===== config.mk =====
export PLATFORM = sky130hd
export DESIGN_NAME = int_to_float_seq
export DESIGN_NICKNAME = d
export VERILOG_FILES = /design/src/rtl/int_to_float_seq.sv
export SDC_FILE = /design/constraint.sdc
export NUM_CORES = 1
export LEC_CHECK = 0
export CORE_MARGIN = 5
export CORE_UTILIZATION = 30
export DETAILED_ROUTE_END_ITERATION = 10
export PLACE_DENSITY_LB_ADDON = 0.05
export SLEW_MARGIN = 25
export SYNTH_ARGS = -nofsm -noshare
export SYNTH_HDL_FRONTEND = slang
export SYNTH_SLANG_ARGS = --single-unit

===== constraint.sdc =====
create_clock -name clk -period 6.7 [get_ports clk]
set_input_delay 1.675 -clock clk [delete_from_list [all_inputs] [get_ports clk]]
set_output_delay 1.675 -clock clk [all_outputs]
set_load 0.1 [all_outputs]

===== src/rtl/int_to_float_seq.sv =====
// ============================================================================
// int_to_float_seq : sequential signed int32 -> IEEE-754 binary32 converter
// Rev 1.0
// ============================================================================
`default_nettype none

module int_to_float_seq (
  input  logic        clk,
  input  logic        rst_n,
  input  logic        start,
  input  logic [31:0] a,
  output logic        busy,
  output logic        done,
  output logic [31:0] f,
  output logic        inexact
);

  typedef enum logic [1:0] {
    IDLE  = 2'd0,
    LOAD  = 2'd1,
    NORM  = 2'd2,
    ROUND = 2'd3
  } state_t;

  localparam logic [7:0] C_EXP_BIAS_MAX = 8'd158;

  state_t      r_state;
  state_t      w_next;
  logic [31:0] r_opnd;
  logic [31:0] r_mag;
  logic [7:0]  r_exp;
  logic        r_sign;

  logic [31:0] w_mag_abs;
  logic        w_mag_zero;
  logic [22:0] w_mant;
  logic        w_guard;
  logic        w_sticky;
  logic        w_round_up;
  logic [23:0] w_mant_sum;
  logic [7:0]  w_exp_rnd;

  // Two's-complement negate; 0x80000000 maps onto itself, which is the correct magnitude.
  assign w_mag_abs  = r_opnd[31] ? (~r_opnd + 32'd1) : r_opnd;
  assign w_mag_zero = (w_mag_abs == 32'd0);

  assign w_mant     = r_mag[30:8];
  assign w_guard    = r_mag[7];
  assign w_sticky   = |r_mag[6:0];
  assign w_round_up = w_guard & (w_sticky | w_mant[0]);
  assign w_mant_sum = {1'b0, w_mant} + {23'd0, w_round_up};
  assign w_exp_rnd  = r_exp + {7'd0, w_mant_sum[23]};

  always_ff @(posedge clk or negedge rst_n) begin
    if (!rst_n) begin
      r_state <= IDLE;
    end else begin
      r_state <= w_next;
    end
  end

  always_comb begin
    w_next = r_state;
    case (r_state)
      IDLE:    if (start) w_next = LOAD;
      LOAD:    w_next = w_mag_zero ? IDLE : NORM;
      NORM:    if (r_mag[31]) w_next = ROUND;
      ROUND:   w_next = IDLE;
      default: w_next = IDLE;
    endcase
  end

  always_ff @(posedge clk or negedge rst_n) begin
    if (!rst_n) begin
      r_opnd  <= 32'd0;
      r_mag   <= 32'd0;
      r_exp   <= 8'd0;
      r_sign  <= 1'b0;
      busy    <= 1'b0;
      done    <= 1'b0;
      f       <= 32'd0;
      inexact <= 1'b0;
    end else begin
      busy <= (w_next != IDLE);
      done <= 1'b0;
      case (r_state)
        IDLE: begin
          if (start) r_opnd <= a;
        end
        LOAD: begin
          r_sign <= r_opnd[31];
          r_mag  <= w_mag_abs;
          r_exp  <= C_EXP_BIAS_MAX;
          if (w_mag_zero) begin
            f       <= 32'd0;
            inexact <= 1'b0;
            done    <= 1'b1;
          end
        end
        NORM: begin
          if (!r_mag[31]) begin
            r_mag <= {r_mag[30:0], 1'b0};
            r_exp <= r_exp - 8'd1;
          end
        end
        ROUND: begin
          // A carry out of the 23-bit field leaves the fraction at zero with exp bumped.
          f       <= {r_sign, w_exp_rnd, w_mant_sum[22:0]};
          inexact <= w_guard | w_sticky;
          done    <= 1'b1;
        end
        default: ;
      endcase
    end
  end

endmodule

`default_nettype wire

==> results.txt <==
* DR vias: 5393
- Critical Path Sink Type: register
- Once routing completed, OpenROAD measured the worst setup slack at 2.56 ns.
- Once detailed placement completed, the half-perimeter wirelength came to 13.3 mm.
* Total power: 4.53 mW
* Peak supply drop: 208 uV
- In this run the cell area measured after placement is 7470 um2.
- Number of global-route vias before repair: 5365
- Entering global routing, the biggest net connects 61 pins.
* Time the worst path needs with I/O delays and setup: 4.14 ns
* Distinct cells, synth: 62
- The finished cells cover 7830 um2.
* Length of the first detailed-routing pass in iterations: 4
- The repair_antennas step left the layout with diodes totalling 0.
- Post-DR wirelength/cell: 18.4 um
- After detailed routing, the total wire length is 18.5 mm.
* Cell at the slowest stage of the critical path: nand3_2
- After filler insertion, the fill cell instance count of the layout stands at 2216.
- For this run, the number of Yosys warnings is 0.
- Final Hold Fails: 0
- The mapped netlist covers 6590 um2.
- CP arrival: 4.39 ns
- Maximum operating frequency: 241 MHz
- Resize count post-CTS: 0
* Number of buffers inserted by hold repair at cts: 0
- Clock tree synthesis selected as its root buffer the cell clkbuf_16.
- The tightest min-delay check is of the reg2reg type.
* Register-to-register setup slack: 2.56 ns
* Max-cap violation count: 0
* Slew at the pin with the worst max-slew slack: 0.991 ns
* # H-tree levels: 3
* Crit path max-delay family: simple AND/OR/NAND/NOR gates
- Largest driver fanout on the critical path: 24
- Fin Clk Skew: 0.0108 ns
- Avg Vias per Cell: 5.37
- Dividing the synthesized area by the synthesized cell count gives 9.63 um2.
- Critical path buffer and inverter count: 1
- The final layout contains 765 nets.
* GP Congestion: 0.794
- Slew HR: 33.7%
- In this run the power density over the cells is 578 nW/um2.
* Horizontal die dimension: 158 um
- Initial antenna violation count: 0
- Number of placed I/O pins: 70
- CP cell instances: inv_1, ha_1, or3b_1, or3_4, o41ai_2, xor2_1, nand4_1, nor4_1, nand3_2, o211ai_1
- Global routing used 15.3% of the available tracks across all layers.
- Critical setup path kind: reg2reg
- Number of clock sinks: 110
* Post-synth EDFFs: 0
* Overflow left after global routing: 0
- Synthesis inferred 110 register bits.
* Die Ht: 158 um
- The final max-slew violation count came to 0.
- At the later pin of the worst-skew pair, clock insertion delay measures 0.36 ns.
- The first routing iteration left 268 violations.
* Maximum number of buffers from clock root to sink: 2
- The count of nets left with antenna violations once routing finished came out at 0.
- At the worst endpoint, the required time is 6.95 ns.
- Counting flops with an async set or reset pin after synthesis yields a share of 100%.
- The die covers 25000 um2.
* Share of the clock period used by the worst path: 61.8%
- In this run the static leakage power is 3.01 nW.
- From synthesis to final layout, the design area changed by 18.9%.
* Cells after Synth: 684
- TritonCTS created 9 clock buffers.
* Share of synthesized area occupied by flip-flops and latches: 41.8%
* RSZ-0062 raised after global routing: no
- Global-route wire length before repair: 30.4 mm
- Total of endpoints with negative setup slack in the final report: 0
* Core footprint: 21800 um2
- TritonCTS built the clock tree.
* Syn Nets: 730
* Clk pin slew, worst setup/hold paths: 0.08 ns
- Critical Path Max Stage Delay: 0.68 ns
* Min Hold Slack: 0.504 ns
- Outcome: completed
* Element type at the critical path start: register
- Share of post-route cells with drive strength above 1: 11.6%
- Dpl ws: 2.19 ns
* Setup Fix Bufs, Post-CTS: 0
* Total Negative Setup Slacks: 0 ns
- Buffers placed on the I/O ports in this run total 69.
- Core Rows: 54
* Starting density of the core: 30.3%
- In the routed design, unresolved DRC markers number 0.
* Primary flip-flop cell chosen by synthesis mapping: dfrtp_1
## cells by family (layout without fill, tap and decap cells)
family                     after synthesis  in the layout  share of synthesized area (%)
AOI/OAI and AO/OA                      195            195                           22.0
adders and majority gates               11             11                           2.09
DFF                                    110            110                           41.8
xor gates and xnor gates                59             59                           7.84
muxes                                   39             39                           6.55
and+or+nand+nor                        197            197                           15.1
buffers and inverters                   73            113                           4.61
## cells in the final DEF, fill, tap and decap left out, drive strengths merged, types with 4 or more instances in the layout
cell type / instances
a211o: 4
a22oi: 26
a32o: 9
and3: 10
buf: 8
clkbuf: 11
clkdlybuf4s50: 68
dfrtp: 110
ha: 11
inv: 20
mux2: 33
mux2i: 6
nand2: 75
nand3: 24
nand4: 9
nor2: 21
nor3: 10
nor4: 14
o211ai: 60
o21ai: 53
o221ai: 5
o31ai: 9
o41ai: 5
or2: 4
or3: 9
or4: 8
xnor2: 14
xor2: 45
## sequential cells by signal (all words and copies together), names as in the netlist
signal,cells
r_mag,32
inexact,1
r_opnd,32
f,32
busy,1
r_state,2
r_sign,1
r_exp,8
done,1
## through the flow
step / std cells / utilization, %
global route: 1004 / 36.0
finish: 1004 / 36.0
floorplan: 684 / -
CTS: 1004 / 35.9
detailed placement: 988 / 34.3
global placement: 988 / 34.3
## synthesized netlist by cell type, drive strengths merged (5+ instances only)
cell type / n / area share, %
dfrtp: 110 / 42
nand2: 75 / 4.3
o211ai: 60 / 7.6
o21ai: 53 / 4.2
xor2: 45 / 6.0
clkbuf: 37 / 2.1
mux2: 33 / 5.6
a22oi: 26 / 3.0
nand3: 24 / 1.8
nor2: 21 / 1.2
inv: 20 / 1.1
buf: 15 / 1.3
nor4: 14 / 1.4
xnor2: 14 / 1.9
ha: 11 / 2.1
and3: 10 / 0.95
nor3: 10 / 0.84
a32o: 9 / 1.4
nand4: 9 / 0.85
o31ai: 9 / 1.0
or3: 9 / 0.93
or4: 8 / 0.97
mux2i: 6 / 0.91
o221ai: 5 / 0.66
o41ai: 5 / 0.89
## metal layers
layer  vias up  track usage, %  share of wire, %  routed length, um
li1       2615               -                 -                  -
met1      2662            22.2                49               9050
met2       103            24.1                46               8500
met3        13            2.02               3.6                674
met4         0            4.06               1.3                248
met5         -               0                 0                  0
## area by class of cell
type                       count  area (um2)  share of cell area (%)
multi-input combinational    501        3560                    45.5
sequential                   110        2750                    35.1
timing repair buffer          76         741                    9.46
tap                          280         350                    4.47
clock buffer                  11         243                    3.10
clock inverter                 5         106                    1.36
inverter                      21        78.8                    1.01
## worst paths after layout
path                                       startpoint                     to  depth (start not counted)
worst max-delay path            r_opnd[0]$_DFFE_PN0P_      f[29]$_DFFE_PN0P_                         10
worst min-delay path                f[25]$_DFFE_PN0P_      f[25]$_DFFE_PN0P_                          1
worst max register to register  r_opnd[0]$_DFFE_PN0P_      f[29]$_DFFE_PN0P_                         10
worst min register to register      f[25]$_DFFE_PN0P_      f[25]$_DFFE_PN0P_                          1
max in group asynchronous                       rst_n  r_mag[13]$_DFFE_PN0P_                          2
min in group asynchronous                       rst_n   r_exp[3]$_DFFE_PN0P_                          1
## report_power, final
| group | switching (mW) | internal [mW] |
|---|---|---|
| combinational | 1.62 | 0.839 |
| sequential | 0.444 | 0.981 |
| clock | 0.261 | 0.377 |
| total | 2.33 | 2.20 |
Note: power is estimated with default switching activity, not from simulation.
